<file path="src/rtl/fwd_hazard_ctrl_pkg.sv">
// Shared widths, select/state encodings and slot payload for the forwarding/hazard controller.
package fwd_hazard_ctrl_pkg;

    localparam int unsigned REG_ADDR_WIDTH = 5;
    localparam int unsigned FWD_SEL_W      = 2;
    localparam int unsigned HZ_W           = 2;

    localparam logic [FWD_SEL_W-1:0] FWD_SEL_REG = 2'b00;
    localparam logic [FWD_SEL_W-1:0] FWD_SEL_EX  = 2'b01;
    localparam logic [FWD_SEL_W-1:0] FWD_SEL_MEM = 2'b10;
    localparam logic [FWD_SEL_W-1:0] FWD_SEL_WB  = 2'b11;

    typedef enum logic [HZ_W-1:0] {
        HZ_RUN      = 2'd0,
        HZ_LOAD_USE = 2'd1,
        HZ_MEM_WAIT = 2'd2
    } hz_state_e;

    // One in-flight instruction as seen by the hazard logic.
    typedef struct packed {
        logic                      valid;
        logic [REG_ADDR_WIDTH-1:0] rd;
        logic                      we;
        logic                      is_load;
    } slot_t;

endpackage

</file>
<file path="src/rtl/fwd_hazard_ctrl_fwd_match.sv">
// Per-operand forwarding priority encoder: EX > MEM > WB (optional) > regfile.
module fwd_hazard_ctrl_fwd_match
    import fwd_hazard_ctrl_pkg::*;
#(
    parameter bit FWD_WB = 1'b1
) (
    input  logic                      i_used,
    input  logic [REG_ADDR_WIDTH-1:0] i_addr,
    input  logic                      i_ex_act,
    input  logic [REG_ADDR_WIDTH-1:0] i_ex_rd,
    input  logic                      i_mem_act,
    input  logic [REG_ADDR_WIDTH-1:0] i_mem_rd,
    input  logic                      i_wb_act,
    input  logic [REG_ADDR_WIDTH-1:0] i_wb_rd,
    output logic [FWD_SEL_W-1:0]      o_sel_c
);

    // Youngest matching producer wins; unused or x0 sources always read the regfile.
    always_comb begin
        o_sel_c = FWD_SEL_REG;
        if (i_used && (i_addr != '0)) begin
            if (i_ex_act && (i_ex_rd == i_addr)) begin
                o_sel_c = FWD_SEL_EX;
            end else if (i_mem_act && (i_mem_rd == i_addr)) begin
                o_sel_c = FWD_SEL_MEM;
            end else if (FWD_WB && i_wb_act && (i_wb_rd == i_addr)) begin
                o_sel_c = FWD_SEL_WB;
            end
        end
    end

endmodule

</file>
<file path="src/rtl/fwd_hazard_ctrl.sv">
// ID-stage forwarding select and load-use / load-wait stall control.
module fwd_hazard_ctrl
    import fwd_hazard_ctrl_pkg::*;
#(
    parameter bit          FWD_WB = 1'b1,
    parameter int unsigned CNT_W  = 32
) (
    input  logic                      clk,
    input  logic                      rst,
    input  logic                      id_valid,
    input  logic [REG_ADDR_WIDTH-1:0] id_rs1_addr,
    input  logic [REG_ADDR_WIDTH-1:0] id_rs2_addr,
    input  logic                      id_rs1_used,
    input  logic                      id_rs2_used,
    input  logic [REG_ADDR_WIDTH-1:0] id_rd_addr,
    input  logic                      id_rd_we,
    input  logic                      id_is_load,
    input  logic                      ex_flush,
    input  logic                      pipe_freeze,
    input  logic                      mem_load_done,
    output logic [FWD_SEL_W-1:0]      fwd1_sel,
    output logic [FWD_SEL_W-1:0]      fwd2_sel,
    output logic                      stall_id,
    output logic                      stall_mem,
    output logic                      ex_bubble,
    output logic [HZ_W-1:0]           hz_state,
    output logic [CNT_W-1:0]          stall_cnt
);

    slot_t                     r_ex;
    slot_t                     r_mem;
    logic                      r_wb_valid;
    logic [REG_ADDR_WIDTH-1:0] r_wb_rd;
    logic                      r_wb_we;
    hz_state_e                 r_state;
    hz_state_e                 w_state_nxt;
    logic [CNT_W-1:0]          r_stall_cnt;

    logic  w_ex_act;
    logic  w_mem_act;
    logic  w_wb_act;
    logic  w_lu_hit;
    logic  w_lu_stall;
    logic  w_stall_mem;
    slot_t w_id_slot;

    // Slot qualification, hazard detection and stall outputs.
    always_comb begin
        w_ex_act    = r_ex.valid && r_ex.we && (r_ex.rd != '0);
        w_mem_act   = r_mem.valid && r_mem.we && (r_mem.rd != '0);
        w_wb_act    = r_wb_valid && r_wb_we && (r_wb_rd != '0);
        w_lu_hit    = id_valid && w_ex_act && r_ex.is_load &&
                      ((id_rs1_used && (id_rs1_addr == r_ex.rd)) ||
                       (id_rs2_used && (id_rs2_addr == r_ex.rd)));
        // A flush kills the consumer, so no load-use stall is needed.
        w_lu_stall  = w_lu_hit && !ex_flush;
        w_stall_mem = r_mem.valid && r_mem.is_load && !mem_load_done;
        stall_mem   = w_stall_mem;
        stall_id    = w_stall_mem || w_lu_stall;
        ex_bubble   = w_lu_stall && !w_stall_mem;
        hz_state    = r_state;
        stall_cnt   = r_stall_cnt;
    end

    // Payload the ID instruction would carry into EX on an advancing cycle.
    always_comb begin
        w_id_slot         = '0;
        w_id_slot.valid   = id_valid && !ex_flush && !stall_id;
        w_id_slot.rd      = id_rd_addr;
        w_id_slot.we      = id_rd_we;
        w_id_slot.is_load = id_is_load;
    end

    // EX/MEM/WB slot pipeline: freeze holds all, load wait holds EX/MEM and drains WB.
    always_ff @(posedge clk or posedge rst) begin
        if (rst) begin
            r_ex       <= '0;
            r_mem      <= '0;
            r_wb_valid <= 1'b0;
            r_wb_rd    <= '0;
            r_wb_we    <= 1'b0;
        end else if (!pipe_freeze) begin
            if (w_stall_mem) begin
                r_wb_valid <= 1'b0;
            end else begin
                r_wb_valid <= r_mem.valid;
                r_wb_rd    <= r_mem.rd;
                r_wb_we    <= r_mem.we;
                r_mem      <= r_ex;
                r_ex       <= w_id_slot;
            end
        end
    end

    // Hazard FSM state register.
    always_ff @(posedge clk or posedge rst) begin
        if (rst) begin
            r_state <= HZ_RUN;
        end else begin
            r_state <= w_state_nxt;
        end
    end

    // Next state: freeze holds, load wait dominates, otherwise track load-use bubbles.
    always_comb begin
        w_state_nxt = r_state;
        if (!pipe_freeze) begin
            if (w_stall_mem) begin
                w_state_nxt = HZ_MEM_WAIT;
            end else if (w_lu_stall) begin
                w_state_nxt = HZ_LOAD_USE;
            end else begin
                w_state_nxt = HZ_RUN;
            end
        end
    end

    // Stall performance counter; wraps naturally at its width.
    always_ff @(posedge clk or posedge rst) begin
        if (rst) begin
            r_stall_cnt <= '0;
        end else if (stall_id && !pipe_freeze) begin
            r_stall_cnt <= r_stall_cnt + CNT_W'(1);
        end
    end

    fwd_hazard_ctrl_fwd_match #(.FWD_WB(FWD_WB)) u_fwd1 (
        .i_used    (id_rs1_used),
        .i_addr    (id_rs1_addr),
        .i_ex_act  (w_ex_act),
        .i_ex_rd   (r_ex.rd),
        .i_mem_act (w_mem_act),
        .i_mem_rd  (r_mem.rd),
        .i_wb_act  (w_wb_act),
        .i_wb_rd   (r_wb_rd),
        .o_sel_c   (fwd1_sel)
    );

    fwd_hazard_ctrl_fwd_match #(.FWD_WB(FWD_WB)) u_fwd2 (
        .i_used    (id_rs2_used),
        .i_addr    (id_rs2_addr),
        .i_ex_act  (w_ex_act),
        .i_ex_rd   (r_ex.rd),
        .i_mem_act (w_mem_act),
        .i_mem_rd  (r_mem.rd),
        .i_wb_act  (w_wb_act),
        .i_wb_rd   (r_wb_rd),
        .o_sel_c   (fwd2_sel)
    );

endmodule

</file>
<file path="config.mk">
export PLATFORM = sky130hd
export DESIGN_NAME = fwd_hazard_ctrl
export DESIGN_NICKNAME = d
export VERILOG_FILES = /design/src/rtl/fwd_hazard_ctrl_pkg.sv /design/src/rtl/fwd_hazard_ctrl_fwd_match.sv /design/src/rtl/fwd_hazard_ctrl.sv
export SDC_FILE = /design/constraint.sdc
export NUM_CORES = 1
export LEC_CHECK = 0
export BUFFER_PORTS_ARGS = -buffer_cell sky130_fd_sc_hd__buf_2
export CAP_MARGIN = 10
export CELL_PAD_IN_SITES_DETAIL_PLACEMENT = 0
export CELL_PAD_IN_SITES_GLOBAL_PLACEMENT = 1
export CORE_MARGIN = 5
export CORE_UTILIZATION = 30
export DETAILED_ROUTE_END_ITERATION = 16
export MAX_ROUTING_LAYER = met4
export PLACE_DENSITY = 0.66
export SLEW_MARGIN = 25
export SYNTH_ARGS = -nofsm -noshare
export SYNTH_HDL_FRONTEND = slang
export SYNTH_SLANG_ARGS = --single-unit
</file>
<file path="constraint.sdc">
create_clock -name clk -period 2.1 [get_ports clk]
set_input_delay 0.105 -clock clk [delete_from_list [all_inputs] [get_ports clk]]
set_output_delay 0.105 -clock clk [all_outputs]
set_load 0.01 [all_outputs]
</file>
==> impl_metrics.tcl, run 1 <==
set metrics [dict create \
    crit_path_max_fanout 4 \
    wl_met1_um 3650 \
    routabilityCongestion 0.833 \
    diodes 0 \
    synth_nets 293 \
    setup.worst_path.class "register to primary output" \
    cts_root_buf "clkbuf_8" \
    clockBufferDepth 2 \
    top_layer_used "met4" \
    routed_wl_um 7670 \
    synth_edf_count 0 \
    status "complete, but fails checks" \
    dr_total_vias 2346 \
    numCtsBuffers 9 \
    swShare 0.281 \
    worstSetupEndpointType "primary output" \
    max-vdd-ir-drop_uv 467 \
    clkSinkCount 57 \
    clkPwrFrac 0.355 \
    placement.io_buffers 65 \
    start_util 0.305 \
    insertion_delay_ps 330 \
    met3WireLength_um 348 \
    boundaryPins 66 \
    power_density_mw_per_mm2 758 \
    holdPathEnd "r_ex[3]" \
    setup_tns_ps -165 \
    slowest_stage "dfrtp_2" \
    grt_max_degree 35 \
    fin_worst_skew_ps 7.76 \
    pwr-share-seq 0.461 \
    drv_cap 0 \
    grt_pass1_wl_um 12500 \
    synth.cell_area_sq_mm 0.00295 \
    row_count 36 \
    p_leak_uw 0.00182 \
    dpl.cell_count 467 \
    first_pass_iters 4 \
    critPathArrivalTime_ps 2060 \
    viasPerCell 4.70 \
    area_growth_pct 32.7 \
    place_hpwl_um 5460 \
    worstPathRequired_ps 2000 \
    violations "setup timing" \
    worstPathCellList "or3_1, o311a_1, and3_4, a21oi_4, buf_6, inv_2, buf_6" \
    min_period_ps 2160 \
    stdcell_count 499 \
    critical_path.reg2reg.endpoint "stall_cnt[1]" \
    setup_viol 4 \
    core_area_sq_mm 0.00968 \
    cp_common_cell "buf_6" \
    worst_r2r_path_depth 8 \
    nets 387 \
    syn-instance-count 267 \
    clk_pin_slew_worst_paths_ps 60 \
    ys_seq_area_frac 0.484 \
    ys.flop_type "dfrtp_1" \
    grt_pass1_vias 2486 \
    maxSlewHeadroom 0.632 \
    htree_num_levels 3 \
    internal-power_uw 2130 \
    gr-total-overflow 0 \
    hold_path_class "primary input to register" \
    critical-path-max-stage-delay_ps 400 \
    ys_ff_latch 57 \
    antenna_left 0 \
    rsz0062_at_grt "yes" \
    place_area_sq_mm 0.00349 \
    drc 0 \
    dieArea_sq_mm 0.0119 \
    grt_use_total 0.139 \
    drive_gt1_frac 0.407 \
    period_share 1.03 \
    worst_slack_ps -63.4 \
    synthArstFlopShare 1.00 \
    die_h_um 109 \
    fmax_mhz 462 \
    rrSetupSlack_ps -50 \
    final_area_sq_mm 0.00391 \
    routedWlPerCell_um 15.4 \
    p_sw_uw 833 \
    min_path_cells 2 \
    die_w_um 109 \
    timing.rr.start "r_ex[2]" \
    cts_tree "done" \
    critPathLaunchType "register" \
    antenna_found_initial 0 \
    finalHoldViolCount 0 \
    slew_violations 0 \
    wl_met2_um 3530 \
    tightestPinTransition_ps 551 \
    ys_warn_count 0 \
    p_comb_frac 0.184 \
    nFillCells 969 \
    syn_avg_cell_area_sq_um 11.0 \
    yosysUniqueCellTypes 36 \
    min-delay-start "id_rd_addr[1]" \
    drt_iter0_drc 93 \
]
## worst max path at each step
stage,start,end,slack (ps)
floorplan,r_ex[6],stall_cnt[1],140
global placement,r_ex[6],stall_cnt[1],20
detailed placement,r_ex[6],stall_cnt[1],10
CTS,r_ex[2],stall_id,-130
global route,r_ex[2],stall_id,-130
finish,r_ex[2],stall_id,-60
## stage by stage
step / total power (uW) / setup slack (ps) / utilization / hold WS, ps
2_1_floorplan: 1680 / 141 / - / 257
3_3_place_gp: 1850 / 15.2 / 0.360 / 188
3_5_place_dp: 1870 / 10.7 / 0.360 / 199
4_1_cts: 2980 / -134 / 0.396 / 7.06
5_1_grt: 3120 / -131 / 0.404 / 8.47
6_report: 2970 / -63.4 / 0.404 / 27.5
## critical path, delay by kind of cell (launching register included)
kind / cells / cell delay (ps)
AOI/OAI and AO/OA: 2 / 500
buffers and inverters: 3 / 250
DFF: 1 / 400
and+or+nand+nor: 2 / 570
## cell type report
cell class | count | area (sq um) | share of cell area
clock inverter | 4 | 51.3 | 0.0131
sequential | 57 | 1430 | 0.365
clock buffer | 12 | 155 | 0.0397
inverter | 6 | 22.5 | 0.00576
multi-input combinational | 200 | 1550 | 0.395
tap | 133 | 166 | 0.0425
timing repair buffer | 87 | 542 | 0.138
## cells by family (layout without fill, tap and decap cells)
group | Yosys count | count (layout) | synth area share
xor+xnor | 61 | 61 | 0.181
compound gates | 16 | 17 | 0.0433
fa+ha+maj | 1 | 1 | 0.00424
flops | 57 | 57 | 0.484
buf+inv | 11 | 109 | 0.0170
simple gates | 99 | 99 | 0.185
mux | 22 | 22 | 0.0853
## layout by cell type (no fill, tap or decap), types with 2 or more instances in the layout
cell and count:
buf_2 64, mux2_2 21, or4_1 3, and4_1 4, nor3b_1 2, nand2_1 18, nor3_2 4, o21ai_0 5
nand3_1 14, buf_4 13, dfrtp_1 55, a31o_4 2, nor3_1 9, inv_2 2, nand4_1 6, o311a_1 2
a21oi_1 2, clkbuf_8 11, dlygate4sd3_1 5, nand3_2 7, buf_12 2, dfrtp_2 2, xnor2_1 31, buf_6 3
and3_1 5, or3_1 2, nand2_2 4, nor2_1 11, nor2b_1 3, inv_1 4, xor2_1 29, nor4_1 3
## sequential cells by signal, indices dropped and copies added (netlist names)
register,count
r_wb_valid,1
r_wb_we,1
r_ex,8
stall_cnt,32
hz_state,2
r_wb_rd,5
r_mem,8
## metal layers
metal  track usage  up-vias
li1              -     1128
met1         0.180     1146
met2         0.214       59
met3        0.0272       13
met4        0.0550        0
met5             -        -
## synth_stat cells, types with 4 or more instances
master    n  area, sq um
xnor2_1  32          280
o21ai_0   5         25.0
dfrtp_1  57         1430
nand3_2   5         50.1
nand2_1  19         71.3
and4_1    4         35.0
nor2_1   12         45.0
nand3_1  16         80.1
mux2_2   21          236
inv_1     6         22.5
nor3_1   13         65.1
and3_1    5         31.3
xor2_1   29          254
nand4_1   6         37.5
## repair_timing
item / in CTS / in global routing
hold endpoints to repair: 27 / 0
buffers inserted: 8 / 2
cloned: 0 / 1
pin swaps: 11 / 4
resized for setup: 10 / 10
endpoints found under the setup margin: 8 / 37
hold buffers: 5 / 0
## power by group through the flow
stage / Combinational (uW) / Clock (uW) / Sequential [uW]
after floorplan: 314 / 0 / 1360
after global placement: 462 / 0 / 1390
after detailed placement: 477 / 0 / 1400
after CTS: 532 / 1080 / 1370
after global routing: 612 / 1120 / 1380
final: 545 / 1050 / 1370
No activity file was read; power rests on OpenSTA's default activity.
==> inputs of run 2 (changes only) <==
--- a/config.mk
+++ b/config.mk
@@ -12,6 +12,7 @@
 export CORE_MARGIN = 5
 export CORE_UTILIZATION = 30
 export DETAILED_ROUTE_END_ITERATION = 16
+export HOLD_SLACK_MARGIN = 0.12
 export MAX_ROUTING_LAYER = met4
 export PLACE_DENSITY = 0.66
 export SLEW_MARGIN = 25
==> impl_metrics.tcl, run 2 (synthesized netlist as in run 1, its figures left out) <==
set metrics [dict create \
    ff_latch_area_sq_mm 0.00143 \
    pwr-share-seq 0.460 \
    die_w_um 109 \
    violations "setup timing" \
    clockBufferDepth 2 \
    insertion_delay_ps 330 \
    rsz0062_at_grt "yes" \
    routabilityCongestion 0.833 \
    die_h_um 109 \
    post-route-util 0.409 \
    slowest_stage "dfrtp_2" \
    worstSetupEndpointType "primary output" \
    setup_viol 3 \
    wl_met1_um 3700 \
    drv_cap 0 \
    first_pass_iters 4 \
    period_share 1.03 \
    final_area_sq_mm 0.00396 \
    area_growth_pct 34.4 \
    critPathLaunchType "register" \
    timing.rr.start "r_ex[2]" \
    fmax_mhz 463 \
    drc 0 \
    pre_cts_ws_ps 10.7 \
    status "complete, but fails checks" \
    cp_common_cell "buf_6" \
    crit_buf_inv 3 \
    drive_gt1_frac 0.402 \
    critPathArrivalTime_ps 2060 \
    grt_use_total 0.140 \
    min_period_ps 2160 \
    cts_root_buf "clkbuf_8" \
    p_sw_uw 834 \
    placement.io_buffers 65 \
    slew_violations 0 \
    boundaryPins 66 \
    htree_num_levels 3 \
    nFillCells 967 \
    worstPathCellList "or3_1, o311a_1, and3_4, a21oi_4, buf_6, inv_2, buf_6" \
    p_leak_uw 0.00184 \
    cts_tree "done" \
    antenna_left 0 \
    dr_total_vias 2361 \
    gr-total-overflow 0 \
    endpoint "stall_id" \
    row_count 36 \
    diodes 0 \
    routed_wl_um 7730 \
    dieArea_sq_mm 0.0119 \
    p_comb_frac 0.186 \
    antenna_found_initial 0 \
    max-vdd-ir-drop_uv 469 \
    drt_iter0_drc 85 \
    rrSetupSlack_ps -50 \
    multi_input_area_sq_mm 0.00155 \
    layout_commonest_cell "buf_2" \
    power_density_mw_per_mm2 750 \
    maxSlewHeadroom 0.631 \
    hold_ws_ps 154 \
    internal-power_uw 2140 \
    final_cell_mix "buf_2, dfrtp_1, xnor2_1, xor2_1, mux2_2" \
    finalHoldViolCount 0 \
    cp.depth 7 \
    top_layer_used "met4" \
    critical_path.reg2reg.endpoint "stall_cnt[1]" \
    clkSinkCount 57 \
    wl_met2_um 3580 \
    grt_pass1_vias 2505 \
    clkPwrFrac 0.354 \
    critical-path-max-stage-delay_ps 400 \
    grt_pass1_wl_um 12600 \
    setup.worst_path.start "r_ex[2]" \
    setup.worst_path.class "register to primary output" \
    clk_pin_slew_worst_paths_ps 60 \
    core_area_sq_mm 0.00968 \
    min_path_cells 3 \
    routedWlPerCell_um 15.3 \
    swShare 0.280 \
    nets 392 \
    grt_max_degree 35 \
    numCtsBuffers 9 \
    place_hpwl_um 5460 \
    worstPathRequired_ps 2000 \
    p_total_uw 2970 \
    hold_path_class "primary input to register" \
    worst_slack_ps -60.7 \
    crit_path_max_fanout 4 \
    worst_r2r_path_depth 8 \
    place_area_sq_mm 0.00349 \
    met3WireLength_um 326 \
    fin_worst_skew_ps 8.02 \
    path_delay_family "simple AND/OR/NAND/NOR gates" \
    viasPerCell 4.68 \
    start_util 0.305 \
    largest_reg_flops 32 \
    tightestPinTransition_ps 553 \
]
## run 2: final cells by class
class / instances / share of cell area
Sequential cell: 57 / 0.361
Tap cell: 133 / 0.0420
Inverter: 6 / 0.00568
Multi-Input combinational cell: 200 / 0.390
Timing Repair Buffer: 92 / 0.149
Clock inverter: 4 / 0.0129
Clock buffer: 12 / 0.0392
## run 2: power by group through the flow
| stage | registers, uW | logic, uW | clock network (uW) |
|---|---|---|---|
| final | 1370 | 552 | 1050 |
| after detailed placement | 1400 | 477 | 0 |
| after global placement | 1390 | 462 | 0 |
| after global routing | 1380 | 620 | 1120 |
| after floorplan | 1360 | 314 | 0 |
| after CTS | 1370 | 539 | 1080 |
## run 2: worst min-delay path by stage
stage / start / endpoint / slack (ps)
after global placement: rst / r_wb_rd[4] / 190
after global routing: pipe_freeze / hz_state[0] / 180
after CTS: pipe_freeze / hz_state[0] / 120
final: pipe_freeze / hz_state[0] / 150
after floorplan: id_rd_addr[2] / r_ex[4] / 260
after detailed placement: rst / r_wb_we / 200
## run 2: per-stage QoR
| step | setup TNS (ps) | cells |
|---|---|---|
| final | -144 | 504 |
| after global routing | -722 | 504 |
| after CTS | -651 | 501 |
| after detailed placement | 0 | 467 |
| after global placement | 0 | 467 |
| after floorplan | 0 | 267 |
## run 2: per-layer routing
layer  vias up  GRT usage
met4         0     0.0550
met3        11     0.0266
met5         -          -
met1      1159      0.181
met2        56      0.216
li1       1135          -
## run 2: timing repair
item / CTS / global route
cloned: 0 / 1
endpoints found under the hold margin: 32 / 0
endpoints found under the setup margin: 8 / 37
buffers inserted: 8 / 2
pin swaps: 11 / 4
hold buffers: 10 / 0
gates resized for setup: 10 / 10
## run 2: tightest hold or removal path, cell delays in order
cell     delay, ps
buf_2          190
nand2_1         80
o31ai_1         60
